===== config.mk =====
export PLATFORM = sky130hd
export DESIGN_NAME = binario_a_bcd
export DESIGN_NICKNAME = d
export VERILOG_FILES = /design/src/rtl/bcd_pkg.sv /design/src/rtl/suma3_bcd.sv /design/src/rtl/binario_a_bcd.sv
export SDC_FILE = /design/constraint.sdc
export NUM_CORES = 1
export LEC_CHECK = 0
export BUFFER_PORTS_ARGS = -buffer_cell sky130_fd_sc_hd__buf_2
export CAP_MARGIN = 25
export CORE_ASPECT_RATIO = 1.1
export CORE_UTILIZATION = 45
export CTS_CLUSTER_DIAMETER = 60
export DETAILED_ROUTE_END_ITERATION = 16
export PLACE_DENSITY_LB_ADDON = 0.1
export SETUP_SLACK_MARGIN = 0.5
export SYNTH_ARGS = -nofsm -noshare
export SYNTH_HDL_FRONTEND = slang
export SYNTH_HIERARCHICAL = 1
export SYNTH_SLANG_ARGS = --single-unit

===== constraint.sdc =====
create_clock -name Reloj -period 3.8 [get_ports Reloj]
set_clock_uncertainty 0.1 [all_clocks]
set_input_delay 0.38 -clock Reloj [delete_from_list [all_inputs] [get_ports Reloj]]
set_output_delay 0.38 -clock Reloj [all_outputs]
set_load 0.02 [all_outputs]

===== src/rtl/bcd_pkg.sv =====
// bcd_pkg: shared types and constants for the binary-to-BCD converter.
//   estado_t   : converter FSM states
//   nibble_t   : one BCD digit
//   ANCHO_DEF / DIGITOS_DEF : default binary width and digit count
//   BLANCO_RST : blank-flag reset pattern (all digits blanked except units)
//   cabe()     : true when DIGITOS digits can hold every ANCHO-bit value
package bcd_pkg;
    typedef enum logic [1:0] {REPOSO, DESPLAZA, FIN} estado_t;
    typedef logic [3:0] nibble_t;
    localparam int ANCHO_DEF = 8;
    localparam int DIGITOS_DEF = 3;
    localparam logic [31:0] BLANCO_RST = 32'hFFFF_FFFE;
    function automatic bit cabe(input int ancho, input int digitos);
        longint p10;
        p10 = 1;
        for (int i = 0; i < digitos; i++) p10 = p10 * 10;
        return p10 > ((longint'(1) << ancho) - 1);
    endfunction
endpackage


===== src/rtl/suma3_bcd.sv =====
// suma3_bcd: combinational shift-and-add-3 cell, adds 3 when the digit is 5 or more.
//   entrada : BCD digit before correction
//   salida  : corrected digit, ready to be shifted left
module suma3_bcd
    import bcd_pkg::*;
(
    input  nibble_t entrada,
    output nibble_t salida
);
    assign salida = (entrada >= 4'd5) ? entrada + 4'd3 : entrada;
endmodule


===== src/rtl/binario_a_bcd.sv =====
// binario_a_bcd: sequential binary-to-BCD converter with leading-zero blank flags.
//   Reloj, Reinicio_n      : clock, synchronous active-low reset
//   Dato, Dato_valido      : binary value and conversion request
//   Listo                  : idle, a request is accepted when Dato_valido && Listo
//   Bcd, Blanco            : packed BCD digits (units in [3:0]) and blank flags
//   Bcd_valido             : one-cycle pulse when Bcd/Blanco were just updated
module binario_a_bcd
    import bcd_pkg::*;
#(
    parameter int ANCHO   = ANCHO_DEF,
    parameter int DIGITOS = DIGITOS_DEF
) (
    input  logic                   Reloj,
    input  logic                   Reinicio_n,
    input  logic [ANCHO-1:0]       Dato,
    input  logic                   Dato_valido,
    output logic                   Listo,
    output logic [4*DIGITOS-1:0]   Bcd,
    output logic [DIGITOS-1:0]     Blanco,
    output logic                   Bcd_valido
);
    localparam int NB = 4 * DIGITOS;
    localparam int CW = $clog2(ANCHO + 1);
    localparam logic [DIGITOS-1:0] BLANCO_INI = BLANCO_RST[DIGITOS-1:0];

    if (!cabe(ANCHO, DIGITOS)) begin : g_digitos_insuficientes
        $error("binario_a_bcd: DIGITOS too small for ANCHO");
    end

    estado_t              estado, siguiente;
    logic [NB+ANCHO-1:0]  reg_d;
    logic [CW-1:0]        cuenta;
    logic [NB-1:0]        ajustado;
    logic [DIGITOS-1:0]   blanco_n;
    logic                 ceros;
    logic                 ultimo;

    for (genvar d = 0; d < DIGITOS; d++) begin : g_suma3
        suma3_bcd u_suma3 (
            .entrada(reg_d[ANCHO+4*d +: 4]),
            .salida (ajustado[4*d +: 4])
        );
    end

    assign ultimo = cuenta == CW'(ANCHO - 1);

    always_ff @(posedge Reloj) begin
        if (!Reinicio_n) estado <= REPOSO;
        else             estado <= siguiente;
    end

    always_comb begin
        siguiente = (estado == REPOSO)   ? (Dato_valido ? DESPLAZA : REPOSO) :
                    (estado == DESPLAZA) ? (ultimo ? FIN : DESPLAZA) : REPOSO;
    end

    always_comb begin
        Listo = estado == REPOSO;
    end

    // A digit is blanked only when it and every digit above it are zero.
    always_comb begin
        blanco_n = '0;
        ceros = 1'b1;
        for (int i = DIGITOS - 1; i >= 1; i--) begin
            ceros = ceros && (reg_d[ANCHO+4*i +: 4] == 4'd0);
            blanco_n[i] = ceros;
        end
    end

    always_ff @(posedge Reloj) begin
        if (!Reinicio_n) begin
            reg_d      <= '0;
            cuenta     <= '0;
            Bcd        <= '0;
            Blanco     <= BLANCO_INI;
            Bcd_valido <= 1'b0;
        end else begin
            Bcd_valido <= 1'b0;
            if (estado == REPOSO && Dato_valido) begin
                reg_d  <= {{NB{1'b0}}, Dato};
                cuenta <= '0;
            end
            if (estado == DESPLAZA) begin
                reg_d  <= {ajustado, reg_d[ANCHO-1:0]} << 1;
                cuenta <= cuenta + 1'b1;
            end
            if (estado == FIN) begin
                Bcd        <= reg_d[NB+ANCHO-1:ANCHO];
                Blanco     <= blanco_n;
                Bcd_valido <= 1'b1;
            end
        end
    end
endmodule


**Word-level counts from Yosys, hierarchy flattened**

Cells that the tools add are included.

- Bits in registers: 41
- Bits of input ports: 11
- Output and inout port bits: 17
- Word-level logic and storage cells: 37

- $add $sub $neg: 4
- Order comparisons: 3
- Eq/ne operators: 3
- Multiplexer cells: 12
- Bitwise operators: 1
- Reduce and logical (&&, ||, !) cells: 7

Operators with widths:

| kind | count |
|---|---|
| $mux 20 | 2 |
| $mux 4 | 4 |
| $ge 4x3->1 const B | 3 |
| $add 4x2->4 const B | 2 |
| $logic_not 4->1 | 2 |
| $mux 2 | 3 |
| $add 4x1->4 const B | 1 |
| $eq 4x3->1 const B | 1 |
| $add 3x2->3 const B | 1 |
| $mux 3 | 1 |
| $eq 2x1->1 const B | 1 |
| $eq 2x2->1 const B | 1 |
| $logic_and 1x1->1 | 2 |
| $logic_not 2->1 | 1 |
| $mux 1 | 2 |
| $reduce_bool 2->1 | 1 |
| $reduce_or 2->1 | 1 |
| $not 1->1 | 1 |

**Logic depth before layout (Yosys ltp)**

Gate-level depths: netlist of run 1.

- Depth after elaboration: 4
- Depth in mapped cells: 6
- Depth with buffers taken out: 6

**By module**

Netlist of run 1, hierarchy kept.

Modules (own cells, without submodules):

| module | instances | cells each | area each (um2) | seq. area each (um2) |
|---|---|---|---|---|
| binario_a_bcd | 1 | 160 | 1510.2 | 820.8 |
| suma3_bcd | 3 | 16 | 101.3 | 0.0 |

**Worst setup path after synthesis of run 1**

Ideal clock, no wire load.

- Path type: register to register
- Start point: register reg_d[17]
- End point: register reg_d[18]
- Setup time: 117 ps
- Arrival: 1207 ps
- Required time: 3583 ps
- Setup slack: 2376 ps
- Cell stages (with the launch flop): 7
- Buffers on the path: 0
- Clock period less this slack: 1424 ps
- Cell sequence: dfxtp_1 inv_1 ha_1 nand2b_1 a21oi_2 mux2i_1 a22o_1

- Cells in the longest elaborated chain, start to end: 3
- Elaborated cells on any way between the ends: 4
- Classes of those cells: add/sub (1); order compare (1); mux (2)

RTL lines:

| item | RTL line | source |
|---|---|---|
| start: declaration | binario_a_bcd.sv:31 | `logic [NB+ANCHO-1:0] reg_d;` |
| start signal: assignment | binario_a_bcd.sv:81 | `reg_d <= {{NB{1'b0}}, Dato};` |
| start signal: assignment | binario_a_bcd.sv:85 | `reg_d <= {ajustado, reg_d[ANCHO-1:0]} << 1;` |
| $ge 4x3->1 / $add 3x2->3 (equally long branches) | suma3_bcd.sv:10 | `assign salida = (entrada >= 4'd5) ? entrada + 4'd3 : entrada;` |
| $mux 3 * | suma3_bcd.sv:10 |  |
| named net ajustado[9] | binario_a_bcd.sv:33 | `logic [NB-1:0] ajustado;` |
| $mux 20 * | binario_a_bcd.sv:84 | `if (estado == DESPLAZA) begin` |

The timed path passes the listed nets; every way through them passes the cells marked *.
A chain may end at the register's enable or synchronous reset.

**Final worst setup path of run 1**

- Start point: register estado[0]
- End point: register cuenta[3]

- Cells in the longest elaborated chain, start to end: 3
- Elaborated cells on any way between the ends: 5
- Classes of those cells: eq/ne (1); mux (1); reduce/logical (3)

RTL lines:

| item | RTL line | source |
|---|---|---|
| start: declaration | binario_a_bcd.sv:30 | `estado_t estado, siguiente;` |
| start signal: assignment | binario_a_bcd.sv:49 | `else estado <= siguiente;` |
| $logic_not 2->1 | binario_a_bcd.sv:80 | `if (estado == REPOSO && Dato_valido) begin` |
| $logic_and 1x1->1 | binario_a_bcd.sv:80 |  |
| $reduce_bool 2->1 (no source line) | - |  |
| end signal: assignment | binario_a_bcd.sv:86 | `cuenta <= cuenta + 1'b1;` |
| end: declaration | binario_a_bcd.sv:32 | `logic [CW-1:0] cuenta;` |

Parallel ways exist; a longest one is shown, timed or not.

==> results of run 1 <==
[per-layer routing]
layer  vias to the layer above  track usage (%)  routed length, um
met3                         7             4.67                123
met4                         0             9.59                 70
met2                        29             36.3               1880
met5                         -                0                  0
li1                        754                -                  -
met1                       710             19.8               1580
[metrics by stage]
step,hold slack (ps),total power (uW),std cells
finish,248,863,277
global route,260,901,277
CTS,238,877,277
detailed placement,348,516,269
global placement,347,515,269
floorplan,344,504,204
[power groups by stage]
| stage | clock network, uW | logic [uW] | registers, uW |
|---|---|---|---|
| 3_5_place_dp | 0 | 54.3 | 461 |
| 5_1_grt | 386 | 61.2 | 453 |
| 6_report | 357 | 54.3 | 452 |
| 3_3_place_gp | 0 | 53.3 | 461 |
| 2_1_floorplan | 0 | 47.4 | 457 |
| 4_1_cts | 371 | 54.4 | 452 |
[flip-flops by register name, summed over array words and instances (netlist names)]
| signal | cells |
|---|---|
| Bcd | 12 |
| estado | 2 |
| cuenta | 4 |
| reg_d | 20 |
| Blanco | 2 |
| Bcd_valido | 1 |
[how the worst min path moves through the flow]
stage | endpoint | slack, ps | depth (start not counted)
6_report | reg_d[0]$_SDFFE_PP0P_ | 250 | 3
5_1_grt | reg_d[0]$_SDFFE_PP0P_ | 260 | 3
4_1_cts | reg_d[0]$_SDFFE_PP0P_ | 240 | 3
3_5_place_dp | Bcd[9]$_SDFFE_PN0P_ | 350 | 2
3_3_place_gp | Bcd[10]$_SDFFE_PN0P_ | 350 | 2
2_1_floorplan | reg_d[8]$_SDFFE_PN0P_ | 340 | 1
[worst max-delay path: stages, from the launching register on]
cell and delay (ps):
dfxtp_1 530, and3b_1 640, or3b_1 410, nand3_1 90
[area by class of cell]
class                   instances  area (um2)
flip-flops and latches         41         821
clock inverters                 2        37.5
clock buffers                   6        82.6
fillers                       370        1710
well taps                      50        62.6
multi-input cells             143         865
repair buffers                 26         130
inverters                       9        33.8
[placed cells by master, fill, tap and decap left out, types with 3 or more instances in the layout]
master,count
o21ai_0,9
nor2_1,8
buf_2,26
a21oi_1,20
clkbuf_8,6
mux2i_1,3
nand3_1,4
a22o_1,13
xnor2_1,3
nand2b_1,7
o22ai_1,5
nand2_1,39
ha_1,7
inv_1,9
a21oi_2,3
dfxtp_1,41
==> flow_summary.yaml, run 1 <==
floorplan:
  initial_utilization_pct: 48.0
  pin_count: 28
  core_um2: 3740
  die_w_um: 62.2
  die_h_um: 68.2
  num_rows: 23
  dieArea_um2: 4240
yosys:
  syn-cell-area_um2: 1790
  yosysWarnings: 6
  syn_area_per_cell_um2: 8.80
  synth_fp_nets: 222
  syn_inst: 204
worst_setup_path:
  rr_worst_depth: 3
  crit_end: "cuenta[3]$_SDFFE_PN0P_"
  r2r_end: "cuenta[3]$_SDFFE_PN0P_"
  r2r_start: "estado[0]$_SDFF_PN0_"
  worstPathArrival_ps: 1950
  worst_setup_path_start_kind: "flip-flop"
  path_max_fanout: 18
  criticalPathCategory: "reg2reg"
  worstSetupStartpoint: "estado[0]$_SDFF_PN0_"
  ff2ff_setup_slack_ps: 1980
  critPathRequiredTime_ps: 3940
  end_kind: "flip-flop"
finish:
  fin_util_pct: 54.3
  num-nets-final: 244
  drive_above_1_share_pct: 17.2
  design_area_um2: 2030
  n_antenna_cell: 0
  syn_to_final_growth_pct: 13.2
power:
  p_int_uw: 676
  p_per_area_nw_per_um2: 425
  p_clk_share_pct: 41.4
  p_seq_share_pct: 52.3
  power_switching_uw: 187
  cellLeakagePower_uw: 0.000833
  p_sw_share_pct: 21.7
  p_comb_share_pct: 6.3
  ir_worst_vdd_mv: 0.241
sta:
  rsz0062_at_grt: "false"
  hold_viol: 0
  fmax_mhz: 551
  finalSetupTns_ps: 0
  drv_slew: 0
  worstMarginPinSlew_ps: 875
  relSlewSlack_pct: 41.5
  fin_crit_ps: 1820
  fin_crit_sh_pct: 47.8
  worst_slack_ps: 1980
  setup_viol: 0
placement:
  dp_hpwl_mm: 2.64
  dp_slack_ps: 1920
  port_buffers: 26
  dpl_cell_area_um2: 1910
  gp_congestion: 0.767
global_route:
  grt_max_degree: 21
  gr-total-overflow: 0
  track_usage_pct: 19.0
  grt_pass1_wl_mm: 6.21
  grt_pass1_vias: 1451
  antenna_found_initial: 0
outcome:
  status: "complete, no violations"
drt:
  vias_per_cell: 5.42
  drcViolationCount: 0
  drt_iter0_drc: 102
  ant_nets: 0
  dr_total_vias: 1500
  wire_per_inst_um: 13.2
  routed_wirelength_mm: 3.65
  drtPass1Iterations: 4
clocking:
  h-tree-depth: 2
  clk_latency_ps: 290
  cts_resized: 0
  cts_sinks: 41
  clk_path_buf_depth: 2
  cts_made_buffers: 5
  hold_buffers: 0
  cts_tree: "built"
  cts-root-buf: "clkbuf_8"
  cts.clk_slew.worst_paths_ps: 80
  postCtsSetupBuffers: 0
run:
  maxCapViolCount: 0
hold_path:
  min_from: "Dato[0]"
  min_path_type: "in2reg"
No activity file was read; power rests on OpenSTA's default activity.
==> run 2, diff against run 1 <==
==> constraint.sdc (replaced) <==
create_clock -name Reloj -period 1.9 [get_ports Reloj]
set_clock_uncertainty 0.1 [all_clocks]
set_input_delay 0.19 -clock Reloj [delete_from_list [all_inputs] [get_ports Reloj]]
set_output_delay 0.19 -clock Reloj [all_outputs]
set_load 0.02 [all_outputs]
==> run 2 against run 1 <==
Non-clock buffer count increased by 10. Die area unchanged. Cell count rose by 3.6%. Worst hold slack worse by 190 ps. Sequential share of layout area shrank 2.4 points. Count of clock-buffer cells in the layout rose by 2.
==> flow_summary.yaml, run 2 (same netlist as run 1, synthesis figures left out) <==
placement:
  dp_hpwl_mm: 2.54
  gp_congestion: 0.788
  dp_cells: 275
  port_buffers: 26
sta:
  rsz0062_at_grt: "true"
  drv_slew: 0
  finalSetupTns_ps: 0
  fin_crit_sh_pct: 73.0
  hold_viol: 0
  fmax_mhz: 721
  setup_viol: 0
  fin_crit_ps: 1390
clocking:
  cts_made_buffers: 5
  cts.clk_slew.worst_paths_ps: 70
  cts_sinks: 41
  clk_path_buf_depth: 2
  h-tree-depth: 2
  clk_latency_ps: 290
  hold_buffers: 0
  cts-root-buf: "clkbuf_8"
  cts_tree: "built"
worst_setup_path:
  rr_worst_depth: 6
  criticalPathCategory: "reg2reg"
  path_max_fanout: 3
  cp_slowest_stage_delay_ps: 350
  worstPathArrival_ps: 1480
  critPathSlowestCell: "dfxtp_2"
  worst_setup_path_start_kind: "flip-flop"
  end_kind: "flip-flop"
  critPathRequiredTime_ps: 1990
  crit_chain: "inv_4 > ha_4 > nand2b_4 > a21oi_4 > mux2i_1 > a22o_1"
power:
  p_total_uw: 1570
  cellLeakagePower_uw: 0.000893
  p_sw_share_pct: 23.5
  p_clk_share_pct: 34.2
  ir_worst_vdd_mv: 0.401
  p_seq_share_pct: 57.6
  p_per_area_nw_per_um2: 709
  p_int_uw: 1200
  power_switching_uw: 369
  p_comb_share_pct: 8.3
outcome:
  status: "complete, no violations"
floorplan:
  num_rows: 23
  initial_utilization_pct: 48.0
  pin_count: 28
  die_w_um: 62.2
  dieArea_um2: 4240
  die_h_um: 68.2
  core_um2: 3740
drt:
  vias_per_cell: 5.30
  dr_total_vias: 1522
  drtPass1Iterations: 5
  wire_per_inst_um: 13.0
  drcViolationCount: 0
  drt_iter0_drc: 68
  ant_nets: 0
  routed_wirelength_mm: 3.74
global_route:
  track_usage_pct: 19.3
  grt_pass1_vias: 1358
  antenna_found_initial: 0
  grt_pass1_wl_mm: 6.22
  grt_max_degree: 20
  gr-total-overflow: 0
run:
  maxCapViolCount: 0
hold_path:
  min_path_type: "in2reg"
  hold_depth: 3
finish:
  regMostFlops: "reg_d"
  drive_above_1_share_pct: 29.5
  n_antenna_cell: 0
  layout_commonest_cell: "nand2_1"
  top_regs: "reg_d (20), Bcd (12), cuenta (4)"
  syn_to_final_growth_pct: 23.3
  layout_common_cells: "nand2_1 (39), dfxtp_1 (33), buf_2 (26), a21oi_1 (20), a22o_1 (13)"
  largest_reg_flops: 20
  fillCellCount: 360
  num-nets-final: 254
  layoutNonFillerInstCount: 287
run 2: timing repair:
action,CTS,global route
setup endpoints to repair,17,17
resized for setup,11,27
pin swaps,3,7
endpoints found under the hold margin,0,0
setup buffers,3,1
run 2: area by class of cell:
type	count	area, um2	share of cell area (%)
well taps	50	62.6	2.83
flip-flops and latches	41	841	38.0
clock buffers	8	80.1	3.62
repair buffers	36	205	9.28
inverters	9	38.8	1.75
multi-input cells	143	985	44.5
run 2: critical path: cells and delay by family (launching register included):
kind	cells	cell delay, ps
simple gates	1	150
fa+ha+maj	1	140
compound gates	2	400
buf+inv	1	50
flops	1	350
mux	1	90
run 2: final timing paths:
check | end | from | slack [ps]
worst max-delay path | reg_d[10]$_SDFFE_PN0P_ | reg_d[9]$_SDFFE_PN0P_ | 510
worst max register to register | reg_d[10]$_SDFFE_PN0P_ | reg_d[9]$_SDFFE_PN0P_ | 510
worst min-delay path | reg_d[0]$_SDFFE_PP0P_ | Dato[0] | 60
worst min register to register | Bcd[10]$_SDFFE_PN0P_ | Bcd[10]$_SDFFE_PN0P_ | 350
run 2: per-stage QoR:
step	worst slack (ps)	util, %	cell area (um2)	hold slack [ps]
finish	512	59.1	2210	60.8
global route	456	59.1	2210	87.9
CTS	491	56.0	2090	59.7
detailed placement	389	52.3	1960	346
global placement	419	52.3	1960	338
floorplan	502	-	1800	256
run 2: power groups by stage:
| stage | clock network (uW) | logic, uW | registers [uW] |
|---|---|---|---|
| after floorplan | 0 | 94.8 | 913 |
| after global placement | 0 | 114 | 922 |
| after detailed placement | 0 | 118 | 923 |
| after CTS | 553 | 124 | 905 |
| after global routing | 583 | 145 | 905 |
| final | 535 | 130 | 902 |
run 2: metal layers:
metal / up-vias / routed length [um] / track usage [%]
li1: 776 / - / -
met2: 32 / 1820 / 34.1
met3: 6 / 160 / 4.50
met4: 0 / 63 / 8.72
met1: 708 / 1700 / 22.6
met5: - / 0 / 0
==> run 3, diff against run 2 <==
--- a/config.mk
+++ b/config.mk
@@ -5,6 +5,7 @@
 export SDC_FILE = /design/constraint.sdc
 export NUM_CORES = 1
 export LEC_CHECK = 0
+export ABC_AREA = 1
 export BUFFER_PORTS_ARGS = -buffer_cell sky130_fd_sc_hd__buf_2
 export CAP_MARGIN = 25
 export CORE_ASPECT_RATIO = 1.1
==> constraint.sdc (replaced) <==
create_clock -name Reloj -period 1.4 [get_ports Reloj]
set_clock_uncertainty 0.1 [all_clocks]
set_input_delay 0.14 -clock Reloj [delete_from_list [all_inputs] [get_ports Reloj]]
set_output_delay 0.14 -clock Reloj [all_outputs]
set_load 0.02 [all_outputs]
==> run 3 against run 2 <==
Utilization increased by 14 points. Combinational power rose to 2.5 times the previous value. Power up 46%. Via count is 31% higher. Cell area up 41%. Non-clock buffer count is 27 higher. Area after synthesis is 12% higher. Sequential power rose by 33%. Worst setup slack worse by 400 ps. Sequential cell count did not move. Critical endpoint is now reg_d[9]$_SDFFE_PN0P_.
==> flow_summary.yaml, run 3 <==
power:
  cellLeakagePower_uw: 0.00135
  p_total_uw: 2290
  p_per_area_nw_per_um2: 731
  p_clk_share_pct: 33.2
  p_sw_share_pct: 26.3
  p_comb_share_pct: 14.4
  ir_worst_vdd_mv: 0.656
  p_seq_share_pct: 52.4
  p_int_uw: 1690
  power_switching_uw: 600
finish:
  ff_latch_area_um2: 878
  multi_input_area_um2: 1330
  layout_common_cells: "nand2_1 (51), nor2_1 (42), nand3_1 (25), buf_6 (24), buf_4 (19)"
  num-nets-final: 359
  design_area_um2: 3130
  fillCellCount: 313
  largest_reg_flops: 20
  fin_util_pct: 72.9
  top_regs: "reg_d (20), Bcd (12), cuenta (4)"
  n_antenna_cell: 0
  drive_above_1_share_pct: 51.5
  layout_commonest_cell: "nand2_1"
  syn_to_final_growth_pct: 55.8
  layoutNonFillerInstCount: 396
  regMostFlops: "reg_d"
placement:
  dpl_cell_area_um2: 2340
  dp_cells: 353
  port_buffers: 26
  dp_hpwl_mm: 2.88
  gp_congestion: 0.772
floorplan:
  dieArea_um2: 4730
  initial_utilization_pct: 46.8
  num_rows: 25
  die_w_um: 65.7
  die_h_um: 72.0
  pin_count: 28
  core_um2: 4290
worst_setup_path:
  critPathRequiredTime_ps: 1540
  path_max_fanout: 4
  end_kind: "flip-flop"
  worstPathArrival_ps: 1430
  criticalPathCategory: "reg2reg"
  worst_setup_path_start_kind: "flip-flop"
clocking:
  cts_tree: "built"
  cts-root-buf: "clkbuf_8"
  cts_sinks: 41
  clk_path_buf_depth: 2
  cts_made_buffers: 5
  h-tree-depth: 2
  clk_latency_ps: 300
  cts.clk_slew.worst_paths_ps: 80
outcome:
  status: "complete, no violations"
drt:
  ant_nets: 0
  vias_per_cell: 5.04
  drtPass1Iterations: 5
  drt_iter0_drc: 208
  dr_total_vias: 1996
  routed_wirelength_mm: 5.76
  wire_per_inst_um: 14.5
  drcViolationCount: 0
sta:
  finalSetupTns_ps: 0
  drv_slew: 0
  rsz0062_at_grt: "true"
  fin_crit_ps: 1290
  fin_crit_sh_pct: 92.0
  fmax_mhz: 777
  hold_viol: 0
  setup_viol: 0
global_route:
  antenna_found_initial: 0
  grt_pass1_wl_mm: 8.85
  grt_max_degree: 27
  grt_pass1_vias: 1873
  gr-total-overflow: 0
  track_usage_pct: 25.0
yosys:
  syn-cell-area_um2: 2010
  syn_inst: 278
  yosysWarnings: 6
  syn_area_per_cell_um2: 7.21
  synth_fp_nets: 296
run:
  maxCapViolCount: 0
hold_path:
  min_path_type: "in2reg"
[run 3: cell types whose count changed in the layout (fill, tap and decap cells not counted), sizes merged, moves of 5 or more]
cell and change:
nand2 +38, inv +14, o21ai +12, a22o -13, a21oi -15, o22ai -5, nor2 +51, nand3 +23
buf +22, nand2b -7
[run 3: area by class of cell]
cell class                      count  area share, %
Sequential cell                    41           28.1
Inverter                           22           3.68
Timing Repair Buffer               63           20.6
Clock buffer                        8           2.56
Timing Repair inverter              1          0.280
Multi-Input combinational cell    207           42.6
Tap cell                           54           2.16
[run 3: path summary, 6_finish.rpt]
| path | from | to | slack, ps | cells past startpoint |
|---|---|---|---|---|
| worst min register to register | reg_d[7]$_SDFFE_PN0P_ | reg_d[8]$_SDFFE_PN0P_ | 390 | 2 |
| worst max-delay path | reg_d[9]$_SDFFE_PN0P_ | reg_d[9]$_SDFFE_PN0P_ | 110 | 9 |
| worst max register to register | reg_d[9]$_SDFFE_PN0P_ | reg_d[9]$_SDFFE_PN0P_ | 110 | 9 |
| worst min-delay path | Dato[2] | reg_d[2]$_SDFFE_PN0P_ | 70 | 5 |
[run 3: metal layers]
layer,share of wire (%),global-route usage [%]
met4,2.8,9.90
met3,3.7,3.93
met2,51,42.5
met5,0,0
met1,42,31.2
[run 3: per-stage QoR]
step / hold slack, ps / setup WS [ps]
CTS: 85.6 / 164
finish: 74.7 / 112
floorplan: 149 / 217
global placement: 239 / 145
global route: 113 / 41.9
detailed placement: 243 / 129
[run 3: power groups by stage]
stage	sequential, uW	combinational, uW	clock, uW
global route	1200	353	833
finish	1200	330	758
detailed placement	1230	181	0
floorplan	1220	130	0
CTS	1200	288	766
global placement	1230	180	0
[run 3: worst max-delay path: stages (launching register included)]
cell     delay (ps)
dfxtp_4         380
inv_4            50
ha_4            150
nand2_2          60
nand2_2          70
nor2_4          180
nand2_1          70
nand2_1          70
nand2_1          40
nand2_1          60
[run 3: what timing repair did]
action	in CTS	in global routing
endpoints found under the setup margin	57	57
buffers inserted	20	6
resized for setup	85	29
pin swaps	21	21
hold buffers	4	0
gates cloned	5	0
endpoints found under the hold margin	4	0
